[config.mk]
export PLATFORM = sky130hd
export DESIGN_NAME = button_events_flat
export DESIGN_NICKNAME = d
export VERILOG_FILES = /design/src/rtl/button_events_pkg.sv /design/src/rtl/button_events_if.sv /design/src/rtl/button_events.sv /design/src/flat_wrapper.sv
export SDC_FILE = /design/constraint.sdc
export NUM_CORES = 1
export LEC_CHECK = 0
export ABC_CLOCK_PERIOD_IN_PS = 5080
export CAP_MARGIN = 10
export CELL_PAD_IN_SITES_DETAIL_PLACEMENT = 0
export CELL_PAD_IN_SITES_GLOBAL_PLACEMENT = 1
export CORE_AREA = 2 2 58 71
export CTS_BUF_LIST = sky130_fd_sc_hd__clkbuf_4 sky130_fd_sc_hd__clkbuf_8
export CTS_CLUSTER_SIZE = 40
export DETAILED_ROUTE_END_ITERATION = 12
export DIE_AREA = 0 0 60 73
export GPL_TIMING_DRIVEN = 1
export PLACE_DENSITY = 0.85
export SETUP_SLACK_MARGIN = 0.5
export SYNTH_ARGS = -nofsm -noshare
export SYNTH_HDL_FRONTEND = slang
export SYNTH_SLANG_ARGS = --single-unit
[constraint.sdc]
create_clock -name clk -period 5.08 [get_ports clk]
set_clock_uncertainty 0.05 [all_clocks]
set_input_delay 0.762 -clock clk [delete_from_list [all_inputs] [get_ports clk]]
set_output_delay 0.762 -clock clk [all_outputs]
set_load 0.05 [all_outputs]
[src/rtl/button_events_pkg.sv]
// Shared types and default thresholds for the button gesture classifier.
// Imported by the classifier itself and by any top level or bench that instantiates it.
package button_events_pkg;

    typedef enum logic [2:0] {
        IDLE      = 3'd0,
        PRESS1    = 3'd1,
        WAIT2     = 3'd2,
        PRESS2    = 3'd3,
        LONG_HELD = 3'd4
    } state_t;

    localparam int LONG_CYCLES_DEFAULT       = 1024 * 1024 * 25;
    localparam int DOUBLE_GAP_CYCLES_DEFAULT = 1024 * 1024 * 10;

    function automatic int max_int(input int a, input int b);
        return (a > b) ? a : b;
    endfunction

endpackage

[src/rtl/button_events_if.sv]
// Button level in, gesture event pulses out.
// The master drives the level; the slave (the classifier) drives the events.
interface button_events_if;

    logic i_button;
    logic o_click;
    logic o_double;
    logic o_long;
    logic o_busy;

    modport master (
        output i_button,
        input  o_click,
        input  o_double,
        input  o_long,
        input  o_busy
    );

    modport slave (
        input  i_button,
        output o_click,
        output o_double,
        output o_long,
        output o_busy
    );

endinterface

[src/rtl/button_events.sv]
// Turns a debounced button level into one-cycle click / double-click / long-press pulses.
// One shared counter times both the press length and the inter-press gap.
`ifndef BUTTON_EVENTS_SV
`define BUTTON_EVENTS_SV

module button_events
    import button_events_pkg::*;
#(
    parameter int LONG_CYCLES       = LONG_CYCLES_DEFAULT,
    parameter int DOUBLE_GAP_CYCLES = DOUBLE_GAP_CYCLES_DEFAULT
) (
    input  logic            clk,
    input  logic            i_reset,
    button_events_if.slave  bus
);

    localparam int CNT_WIDTH = $clog2(max_int(LONG_CYCLES, DOUBLE_GAP_CYCLES)) + 1;

    localparam logic [CNT_WIDTH-1:0] CNT_ONE       = CNT_WIDTH'(1);
    localparam logic [CNT_WIDTH-1:0] LONG_LAST     = CNT_WIDTH'(LONG_CYCLES - 1);
    localparam logic [CNT_WIDTH-1:0] GAP_LAST      = CNT_WIDTH'(DOUBLE_GAP_CYCLES - 1);

    state_t                state_reg, state_next;
    logic [CNT_WIDTH-1:0]  cnt_reg,   cnt_next;
    logic                  click_reg,  click_next;
    logic                  double_reg, double_next;
    logic                  long_reg,   long_next;
    logic                  busy_reg;

    always_ff @(posedge clk) begin
        if (i_reset) begin
            state_reg  <= IDLE;
            cnt_reg    <= '0;
            click_reg  <= 1'b0;
            double_reg <= 1'b0;
            long_reg   <= 1'b0;
            busy_reg   <= 1'b0;
        end else begin
            state_reg  <= state_next;
            cnt_reg    <= cnt_next;
            click_reg  <= click_next;
            double_reg <= double_next;
            long_reg   <= long_next;
            busy_reg   <= (state_next != IDLE);
        end
    end

    // Button edges are checked before timeouts so a coincident press/release always wins.
    always_comb begin
        state_next  = state_reg;
        cnt_next    = cnt_reg;
        click_next  = 1'b0;
        double_next = 1'b0;
        long_next   = 1'b0;

        case (state_reg)
            IDLE: begin
                if (bus.i_button) begin
                    state_next = PRESS1;
                    cnt_next   = CNT_ONE;
                end
            end
            PRESS1: begin
                if (!bus.i_button) begin
                    state_next = WAIT2;
                    cnt_next   = CNT_ONE;
                end else if (cnt_reg == LONG_LAST) begin
                    state_next = LONG_HELD;
                    long_next  = 1'b1;
                end else begin
                    cnt_next = cnt_reg + CNT_ONE;
                end
            end
            WAIT2: begin
                if (bus.i_button) begin
                    state_next = PRESS2;
                end else if (cnt_reg == GAP_LAST) begin
                    state_next = IDLE;
                    click_next = 1'b1;
                end else begin
                    cnt_next = cnt_reg + CNT_ONE;
                end
            end
            PRESS2: begin
                if (!bus.i_button) begin
                    state_next  = IDLE;
                    double_next = 1'b1;
                end
            end
            LONG_HELD: begin
                if (!bus.i_button) begin
                    state_next = IDLE;
                end
            end
            default: begin
                state_next = IDLE;
                cnt_next   = '0;
            end
        endcase
    end

    assign bus.o_click  = click_reg;
    assign bus.o_double = double_reg;
    assign bus.o_long   = long_reg;
    assign bus.o_busy   = busy_reg;

endmodule

`endif

[src/flat_wrapper.sv]
// flat-port wrapper written by rule: the top's interface ports become plain ports
module button_events_flat import button_events_pkg::*;
#(
    parameter int LONG_CYCLES       = LONG_CYCLES_DEFAULT,
    parameter int DOUBLE_GAP_CYCLES = DOUBLE_GAP_CYCLES_DEFAULT
)
  (clk, i_reset, bus_i_button, bus_o_click, bus_o_double, bus_o_long, bus_o_busy);
  button_events_if bus_i ();
  input  logic clk;
  input  logic i_reset;
  input wire logic [$bits(bus_i.i_button)-1:0] bus_i_button;
  output wire logic [$bits(bus_i.o_click)-1:0] bus_o_click;
  output wire logic [$bits(bus_i.o_double)-1:0] bus_o_double;
  output wire logic [$bits(bus_i.o_long)-1:0] bus_o_long;
  output wire logic [$bits(bus_i.o_busy)-1:0] bus_o_busy;
  assign bus_i.i_button = bus_i_button;
  assign bus_o_click = bus_i.o_click;
  assign bus_o_double = bus_i.o_double;
  assign bus_o_long = bus_i.o_long;
  assign bus_o_busy = bus_i.o_busy;
  button_events #(.LONG_CYCLES(LONG_CYCLES), .DOUBLE_GAP_CYCLES(DOUBLE_GAP_CYCLES)) u_core (.clk(clk), .i_reset(i_reset), .bus(bus_i));
endmodule
==> impl_metrics.json <==
{
  "outcome": "finished clean",
  "period_minus_slack_ns": 2.96,
  "finalWirelength_mm": 3.96,
  "setup_total_negative_slack_ns": 0,
  "syn-num-nets": 210,
  "grt_setup_unrepaired": "false",
  "fin_area_mm2": 0.00203,
  "antenna_cells_inserted": 0,
  "finalWeightedCongestion": 0.793,
  "clk-insertion-delay-late_ns": 0.29,
  "reg2reg_slack_ns": 2.15,
  "post_synth_instance_area_mm2": 0.00188,
  "grt_use_total_pct": 20.6,
  "core_mm2": 0.00378,
  "cts_hold_repair.buffers": 0,
  "placement.cell_area_mm2": 0.00195,
  "vias_per_cell": 5.88,
  "die-area_mm2": 0.00438,
  "grt_pass1_wl_mm": 6.82,
  "cts_tree": "yes",
  "slew_violations": 0,
  "initial_antenna_violation_count": 0,
  "cts.repair.resized": 0,
  "final_layout_size_suffix_gt1_share_pct": 15.3,
  "worstHoldEndpoint": "u_core.cnt_reg[1]$_SDFFE_PP0P_",
  "critPathRequiredTime_ns": 5.22,
  "critical_path.endpoint_type": "flop",
  "total_number_of_nets_in_the_final_design": 212,
  "max_slew.worst_pin.slew_ns": 0.836,
  "postSynth.asyncResetShare_pct": 0,
  "initial_utilization_pct": 49.7,
  "synth-main-ff-cell": "sky130_fd_sc_hd__dfxtp_1",
  "wl_per_cell_um": 15.0,
  "min_from": "u_core.cnt_reg[1]$_SDFFE_PP0P_",
  "power_density_mw_per_mm2": 250,
  "netlist_instances": 206,
  "dr_drc_count": 0,
  "die_y_um": 73,
  "distinct_cell_type_count_after_synthesis": 55,
  "crit_arrival_ns": 3.09,
  "yosys_register_bits": 33,
  "worstReg2RegEnd": "u_core.cnt_reg[3]$_SDFFE_PP0P_",
  "standard_cell_rows": 25,
  "period_share_pct": 58.2,
  "cts.htree.levels": 2,
  "finalHoldWorstSlack_ns": 0.447,
  "finalHoldViolCount": 0,
  "r2r_cells": 7,
  "largest_net_degree_at_the_start_of_global_routing": 18,
  "cts.root.buffer_cell": "sky130_fd_sc_hd__clkbuf_8",
  "yosys_warnings": 0,
  "die_width_um": 60,
  "flip_flop_count_of_the_largest_register_all_copies_and_words_added": 26,
  "final_cell_mix": "sky130_fd_sc_hd__dfxtp_1 (33), sky130_fd_sc_hd__nor2_1 (21), sky130_fd_sc_hd__nand2_1 (12)",
  "grt_pass1_vias": 1462,
  "layout.cells.most_common": "sky130_fd_sc_hd__dfxtp_1",
  "fillerInstances": 358,
  "worst_hold_path.num_cells": 2,
  "crit_path_max_fanout": 16,
  "ant_nets": 0,
  "top_level_ports": 7,
  "clockBufferDepth": 2,
  "total_gr_overflow": 0,
  "cellLeakagePower_nw": 0.709,
  "total_via_count_after_detailed_routing": 1547,
  "cts_inserted_buffers": 5,
  "hpwl_mm": 2.76,
  "worstSetupStartpointType": "input pin",
  "timing.setup.critical_path_class": "in2reg",
  "port-buffer-count": 6,
  "r2r_start": "u_core.cnt_reg[0]$_SDFFE_PP0P_",
  "slew-limit-headroom_pct": 44.1,
  "clock_pin_slew_on_the_worst_setup_and_hold_paths_ns": 0.07,
  "initialDrtViolationCount": 57,
  "max_cap_violations": 0,
  "maxClockFrequency_mhz": 338,
  "report.final.setup_viol": 0,
  "number_of_flops_mapped_to_enable_cells_by_yosys": 0,
  "hold_path.class": "reg2reg",
  "clock_sinks": 33,
  "postCtsSetupRepairBufs": 0,
  "irDropWorstVdd_v": 0.000125,
  "syn_to_final_growth_pct": 7.98,
  "yosysSeqAreaShare_pct": 35.1,
  "drtPass1Iterations": 4,
  "final_core_utilization_pct": 53.7,
  "syn_avg_cell_area_um2": 9.13
}
cells in the mapped netlist (4+ instances only):
cell	instances	share of area, %
sky130_fd_sc_hd__inv_1	5	1.0
sky130_fd_sc_hd__dfxtp_1	33	35
sky130_fd_sc_hd__nand4_1	4	1.3
sky130_fd_sc_hd__nand3_1	7	1.9
sky130_fd_sc_hd__xor2_1	8	3.7
sky130_fd_sc_hd__o211ai_1	8	3.2
sky130_fd_sc_hd__clkbuf_1	6	1.2
sky130_fd_sc_hd__nor2_1	21	4.2
sky130_fd_sc_hd__o31ai_1	7	2.8
sky130_fd_sc_hd__a31o_2	4	1.9
sky130_fd_sc_hd__o22ai_1	5	1.7
sky130_fd_sc_hd__a21oi_1	10	2.7
sky130_fd_sc_hd__and3_1	6	2.0
sky130_fd_sc_hd__nor4_4	4	4.5
sky130_fd_sc_hd__nand2_1	12	2.4
area by class of cell:
class,instances,area (um2),area share [%]
inverter,5,18.8,0.924
timing repair buffer,8,75.1,3.69
multi-input combinational,155,1120,55.3
sequential,33,661,32.5
clock inverter,3,17.5,0.862
tap,54,67.6,3.33
clock buffer,5,68.8,3.39
metal layers:
layer / GRT usage, % / up-vias / share of wire [%]
li1: - / 787 / -
met1: 25.2 / 735 / 44
met2: 35.0 / 20 / 51
met4: 5.93 / 0 / 1.4
met3: 5.32 / 5 / 2.9
met5: 0 / - / 0
kinds of logic after synthesis:
logic type	Yosys count	synth area share, %
xor+xnor	8	3.72
compound gates	61	25.6
mux	2	1.13
fa+ha+maj	1	0.665
simple gates	83	28.6
buf+inv	18	5.19
flops	33	35.1
critical path, cell delays in order:
cell and delay, ns:
sky130_fd_sc_hd__clkdlybuf4s50_1 0.63, sky130_fd_sc_hd__nor3_1 0.08, sky130_fd_sc_hd__a211o_1 0.31, sky130_fd_sc_hd__a31oi_4 0.49
sky130_fd_sc_hd__nor2_1 0.35, sky130_fd_sc_hd__a21o_1 0.24, sky130_fd_sc_hd__a31o_2 0.23
worst max path at each step:
stage,startpoint,to,cells past startpoint
after CTS,bus_i_button,u_core.cnt_reg[10]$_SDFFE_PP0P_,7
after floorplan,bus_i_button,u_core.cnt_reg[25]$_SDFFE_PP0P_,7
final,bus_i_button,u_core.cnt_reg[10]$_SDFFE_PP0P_,7
after global placement,bus_i_button,u_core.cnt_reg[10]$_SDFFE_PP0P_,7
after detailed placement,bus_i_button,u_core.cnt_reg[10]$_SDFFE_PP0P_,7
after global routing,u_core.cnt_reg[0]$_SDFFE_PP0P_,u_core.cnt_reg[3]$_SDFFE_PP0P_,7
metrics by stage:
step,setup WS (ns),power (W),instances
final,2.12,0.000508,263
after global routing,1.91,0.000528,263
after CTS,2.14,0.000513,263
after detailed placement,1.85,0.000319,255
after global placement,1.93,0.000318,255
after floorplan,2.70,0.000310,206
power by group:
part           total (W)  internal (W)  switching [W]
combinational  0.0000476     0.0000162      0.0000314
clock           0.000194     0.0000944      0.0000998
sequential      0.000266      0.000262     0.00000439
(Power assumes the default switching activity.)
